## config.mk

```make
export PLATFORM = sky130hd
export DESIGN_NAME = uart_tx_frame_p
export DESIGN_NICKNAME = d
export VERILOG_FILES = /design/src/rtl/uart_tx_frame_p.sv
export SDC_FILE = /design/constraint.sdc
export NUM_CORES = 1
export LEC_CHECK = 0
export CAP_MARGIN = 40
export CORE_ASPECT_RATIO = 0.9
export CORE_MARGIN = 2
export CORE_UTILIZATION = 50
export DETAILED_ROUTE_END_ITERATION = 8
export GPL_TIMING_DRIVEN = 0
export PLACE_DENSITY_LB_ADDON = 0.12
export SYNTH_ARGS = -nofsm -noshare
export SYNTH_HDL_FRONTEND = slang
export SYNTH_SLANG_ARGS = --single-unit
```

## constraint.sdc

```tcl
create_clock -name clk -period 2.6 [get_ports clk]
set_input_delay 0.65 -clock clk [delete_from_list [all_inputs] [get_ports clk]]
set_output_delay 0.65 -clock clk [all_outputs]
set_load 0.005 [all_outputs]
```

## src/rtl/uart_tx_frame_p.sv

```systemverilog
`default_nettype none
// ============================================================================
// Module      : uart_tx_frame_p
// Description : Parametrised UART transmit engine. The FSM, serializer, parity
//               generator and output mux live in one block. A frame is
//               start bit, DATA_W payload bits (LSB first), an optional
//               even/odd parity bit and one or two stop bits. Frames can run
//               back to back with no idle gap between them.
// Ports       : clk        - single clock for all logic
//               rst        - synchronous, active-high reset
//               p_data     - parallel payload, LSB transmitted first
//               data_valid - request to send p_data, accepted when ready=1
//               par_en     - 1 = insert parity bit after the data
//               par_typ    - 0 = even parity, 1 = odd parity
//               stop2      - 0 = one stop bit, 1 = two stop bits
//               ready      - a frame can be accepted this cycle
//               busy       - frame in progress
//               frame_done - one-cycle pulse in the final clk of the last stop bit
//               tx_out     - registered serial line, idles high
// Revision    : 1.0 - initial release
// ============================================================================
module uart_tx_frame_p #(
    parameter int DATA_W       = 8,
    parameter int CLKS_PER_BIT = 1
) (
    input  logic              clk,
    input  logic              rst,
    input  logic [DATA_W-1:0] p_data,
    input  logic              data_valid,
    input  logic              par_en,
    input  logic              par_typ,
    input  logic              stop2,
    output logic              ready,
    output logic              busy,
    output logic              frame_done,
    output logic              tx_out
);

    localparam int c_CW = (CLKS_PER_BIT > 1) ? $clog2(CLKS_PER_BIT) : 1;
    localparam int c_BW = $clog2(DATA_W);

    localparam logic [c_CW-1:0] c_BAUD_LAST = c_CW'(CLKS_PER_BIT - 1);
    localparam logic [c_BW-1:0] c_BIT_LAST  = c_BW'(DATA_W - 1);

    localparam logic [2:0] c_IDLE   = 3'd0;
    localparam logic [2:0] c_START  = 3'd1;
    localparam logic [2:0] c_DATA   = 3'd2;
    localparam logic [2:0] c_PARITY = 3'd3;
    localparam logic [2:0] c_STOP   = 3'd4;

    logic [2:0]        r_state;
    logic [c_CW-1:0]   r_baud_cnt;
    logic [c_BW-1:0]   r_bit_cnt;
    logic              r_stop_cnt;
    logic [DATA_W-1:0] r_data;
    logic              r_par_en;
    logic              r_par_typ;
    logic              r_stop2;
    logic              r_tx;

    logic [2:0]        w_state_nxt;
    logic [c_CW-1:0]   w_baud_nxt;
    logic [c_BW-1:0]   w_bit_nxt;
    logic              w_stop_nxt;
    logic              w_tx_nxt;
    logic              w_bit_end;
    logic              w_last_stop;
    logic              w_accept;

    assign w_bit_end   = (r_baud_cnt == c_BAUD_LAST);
    assign w_last_stop = (r_state == c_STOP) && w_bit_end && (r_stop_cnt == r_stop2);
    assign w_accept    = data_valid & ready;
    assign tx_out      = r_tx;

    // ------------------------------------------------------------------------
    // State, counters, config latches and the registered serial line
    // ------------------------------------------------------------------------
    always_ff @(posedge clk) begin
        assert (DATA_W >= 5 && DATA_W <= 9 && CLKS_PER_BIT >= 1)
            else $error("uart_tx_frame_p: unsupported parameters DATA_W=%0d CLKS_PER_BIT=%0d",
                        DATA_W, CLKS_PER_BIT);
        if (rst) begin
            r_state    <= c_IDLE;
            r_baud_cnt <= '0;
            r_bit_cnt  <= '0;
            r_stop_cnt <= 1'b0;
            r_data     <= '0;
            r_par_en   <= 1'b0;
            r_par_typ  <= 1'b0;
            r_stop2    <= 1'b0;
            r_tx       <= 1'b1;
        end else begin
            r_state    <= w_state_nxt;
            r_baud_cnt <= w_baud_nxt;
            r_bit_cnt  <= w_bit_nxt;
            r_stop_cnt <= w_stop_nxt;
            r_tx       <= w_tx_nxt;
            if (w_accept) begin
                r_data    <= p_data;
                r_par_en  <= par_en;
                r_par_typ <= par_typ;
                r_stop2   <= stop2;
            end
        end
    end

    // ------------------------------------------------------------------------
    // Next-state and next-counter logic
    // ------------------------------------------------------------------------
    always_comb begin
        w_state_nxt = r_state;
        w_baud_nxt  = r_baud_cnt;
        w_bit_nxt   = r_bit_cnt;
        w_stop_nxt  = r_stop_cnt;

        // The baud counter free-runs through every bit of a frame and wraps
        // at each bit boundary, so back-to-back frames start at zero too.
        if (r_state != c_IDLE) begin
            w_baud_nxt = w_bit_end ? '0 : r_baud_cnt + 1'b1;
        end

        case (r_state)
            c_IDLE: begin
                if (w_accept) w_state_nxt = c_START;
            end
            c_START: begin
                if (w_bit_end) w_state_nxt = c_DATA;
            end
            c_DATA: begin
                if (w_bit_end) begin
                    if (r_bit_cnt == c_BIT_LAST) begin
                        w_bit_nxt   = '0;
                        w_state_nxt = r_par_en ? c_PARITY : c_STOP;
                    end else begin
                        w_bit_nxt = r_bit_cnt + 1'b1;
                    end
                end
            end
            c_PARITY: begin
                if (w_bit_end) w_state_nxt = c_STOP;
            end
            c_STOP: begin
                if (w_bit_end) begin
                    if (w_last_stop) begin
                        w_stop_nxt  = 1'b0;
                        w_state_nxt = w_accept ? c_START : c_IDLE;
                    end else begin
                        w_stop_nxt = 1'b1;
                    end
                end
            end
            default: w_state_nxt = c_IDLE;
        endcase
    end

    // ------------------------------------------------------------------------
    // Outputs. The serial value is chosen from the *next* state so that the
    // registered line changes on the same edge as the state.
    // ------------------------------------------------------------------------
    always_comb begin
        busy       = (r_state != c_IDLE);
        ready      = (r_state == c_IDLE) || w_last_stop;
        frame_done = w_last_stop;

        // DATA is only ever entered from START, so r_data is already latched
        // for the current frame whenever it is read here.
        case (w_state_nxt)
            c_START:  w_tx_nxt = 1'b0;
            c_DATA:   w_tx_nxt = r_data[w_bit_nxt];
            c_PARITY: w_tx_nxt = (^r_data) ^ r_par_typ;
            default:  w_tx_nxt = 1'b1;
        endcase
    end

endmodule
`default_nettype wire

```

==> impl_metrics.json <==
{
  "pin_count": 18,
  "synthTopCellsByCount": "mux2i_1, nor2_1, dfxtp_1, xnor2_1, nor3b_1",
  "yosysUniqueCellTypes": 28,
  "power.density_nw_per_um2": 521,
  "critPathLaunchType": "flip-flop",
  "synth_edf_count": 0,
  "first_pass_iters": 4,
  "drtIter0Drc": 3,
  "die_h_um": 45.9,
  "startpoint": "r_state[2]",
  "avgRoutedWirePerCell_um": 12.8,
  "cts_max_level": 1,
  "synth_flop_cell": "dfxtp_1",
  "slew_headroom_pct": 67.9,
  "avgSynthCellArea_um2": 9.83,
  "clk_pin_slew_ns": 0.10,
  "outcome": "finished clean",
  "grt_pass1_vias": 693,
  "cts_tree": "done",
  "root_buffer": "clkbuf_4",
  "whs_ns": 0.537,
  "ant_nets": 0,
  "cts_buffers": 3,
  "syn_nets": 115,
  "syn2layout_area_growth_pct": 22.4,
  "total_power_mw": 0.621,
  "crit_type": "reg -> out",
  "setup_tns_ns": 0,
  "syn-instance-count": 99,
  "fin_util_pct": 63.5,
  "path_max_fanout": 9,
  "rows": 15,
  "synthArstFlopShare_pct": 0,
  "drive_above_1_share_pct": 7.56,
  "core_area_um2": 1880,
  "rrSetupSlack_ns": 0.34,
  "worst_clock_skew_ns": 0.00184,
  "r2r_cells": 8,
  "overflow": 0,
  "dp_hpwl_mm": 1.37,
  "cts.sinks": 19,
  "worstPathArrival_ns": 1.77,
  "synth.largest_area_cell": "dfxtp_1",
  "p_leak_nw": 0.464,
  "clockBufferDepth": 2,
  "fillers": 152,
  "drc": 0,
  "r2r_start": "r_bit_cnt[0]",
  "hold_viol": 0,
  "fin_cells": 144,
  "dieWidth_um": 50.5,
  "yosys_warnings": 0,
  "period_share_pct": 93.0,
  "multiInputGateArea_um2": 566,
  "viasPerCell": 5.14,
  "grt_pass1_wl_mm": 3.19,
  "portBuffers": 16,
  "max_stage_delay_ns": 0.51,
  "setup_viol_count_final": 0,
  "register_area_um2": 380,
  "yosys-top-cells-area": "dfxtp_1, mux2i_1, nor2_1",
  "yosysTopAreaCellShare_pct": 39.1,
  "end_kind": "primary output",
  "cts_hold_buf": 0,
  "totalWireLength_mm": 1.84,
  "tightest_slew_ns": 0.481,
  "clkLatencyLatePin_ns": 0.30,
  "cts_resized": 0,
  "ys_seq_area_share_pct": 39.1,
  "syn-cell-area_um2": 973,
  "rsz0062_at_grt": "false",
  "gp_congestion": 0.854,
  "crit_path_end": "ready",
  "min_period_ns": 2.42,
  "grt.total_usage_pct": 19.3,
  "hold_class": "reg -> reg",
  "dieArea_um2": 2320,
  "r2r_end": "tx_out",
  "antenna_found_initial": 0,
  "max_freq_ghz": 0.414,
  "nNetsFinal": 136,
  "grt_max_degree": 11,
  "ys_ff_latch": 19,
  "crit_path_cell_trace": "buf_6 > or3_2 > o21ai_0 > clkdlybuf4s50_1",
  "cp.required_ns": 1.95,
  "num_antenna_cells": 0,
  "dpl.cell_count": 140,
  "critPathSlowestCell": "clkdlybuf4s50_1",
  "post_cts_buffers": 0,
  "final_max_slew_viol_count": 0,
  "vias": 740,
  "cap_violations": 0,
  "ir_worst_vdd_mv": 0.328,
  "start_util_pct": 51.9
}
[layout make-up]
| class | instances | area share (%) |
|---|---|---|
| inverters | 1 | 0.315 |
| repair buffers | 16 | 13.4 |
| flip-flops and latches | 19 | 31.9 |
| multi-input cells | 75 | 47.5 |
| well taps | 25 | 2.63 |
| plain buffers | 4 | 2.00 |
| clock buffers | 4 | 2.21 |
[report_power, final]
group	total (mW)	switching [mW]	internal [mW]
clock network	0.150	0.0906	0.0598
logic	0.143	0.0598	0.0828
registers	0.328	0.0188	0.309
[logic make-up after synthesis]
group           synth area share (%)
simple gates                    18.3
compound gates                  5.40
flops                           39.1
xor+xnor                        9.00
buf+inv                         2.83
fa+ha+maj                       2.57
mux                             22.9
[critical path: cells and delay by family, from the launching register on]
family,cells,cell delay (ns)
AO/OA/AOI/OAI,1,0.08
buffers and inverters,2,0.64
flip-flops,1,0.32
AND/OR/NAND/NOR,1,0.42
[per-layer routing]
metal	routed length [µm]	vias up	global-route usage, %
met5	0	-	0
met4	53	0	13.0
met3	40	4	2.96
met2	810	10	30.5
met1	933	337	24.8
li1	-	389	-
[layout by cell type (no fill, tap or decap)]
cell type	count
a2111oi_1	1
a211oi_1	1
a21oi_1	2
a31oi_1	2
and3_2	1
buf_2	1
buf_6	1
clkbuf_1	3
clkbuf_4	3
clkdlybuf4s50_1	16
dfxtp_1	19
ha_1	2
inv_1	1
mux2i_1	20
mux4_2	1
nand2_1	2
nand3_1	1
nand4_1	1
nand4b_1	1
nor2_1	20
nor2b_1	1
nor3_1	1
nor3b_1	3
nor3b_4	1
o21ai_0	1
o31ai_1	1
or3_2	1
or4_1	1
xnor2_1	8
xor2_1	2
[how the worst min path moves through the flow]
stage | from | end | cells after the start
finish | r_par_typ | r_par_typ | 2
global route | r_par_en | r_par_en | 2
CTS | r_par_typ | r_par_typ | 2
detailed placement | r_par_typ | r_par_typ | 2
global placement | r_par_typ | r_par_typ | 2
floorplan | r_par_typ | r_par_typ | 2
[sequential cells by signal, indices dropped and copies added, names as in the netlist]
signal and count:
r_bit_cnt 3, r_stop_cnt 1, r_state 3, r_par_typ 1, r_data 8, r_stop2 1, tx_out 1, r_par_en 1
[metrics by stage]
step / instance area [µm²] / setup slack (ns)
after floorplan: 973 / 0.534
after global placement: 1160 / 0.382
after detailed placement: 1160 / 0.359
after CTS: 1190 / 0.175
after global routing: 1190 / 0.0848
final: 1190 / 0.183
Power figures use the tool's default switching activity.
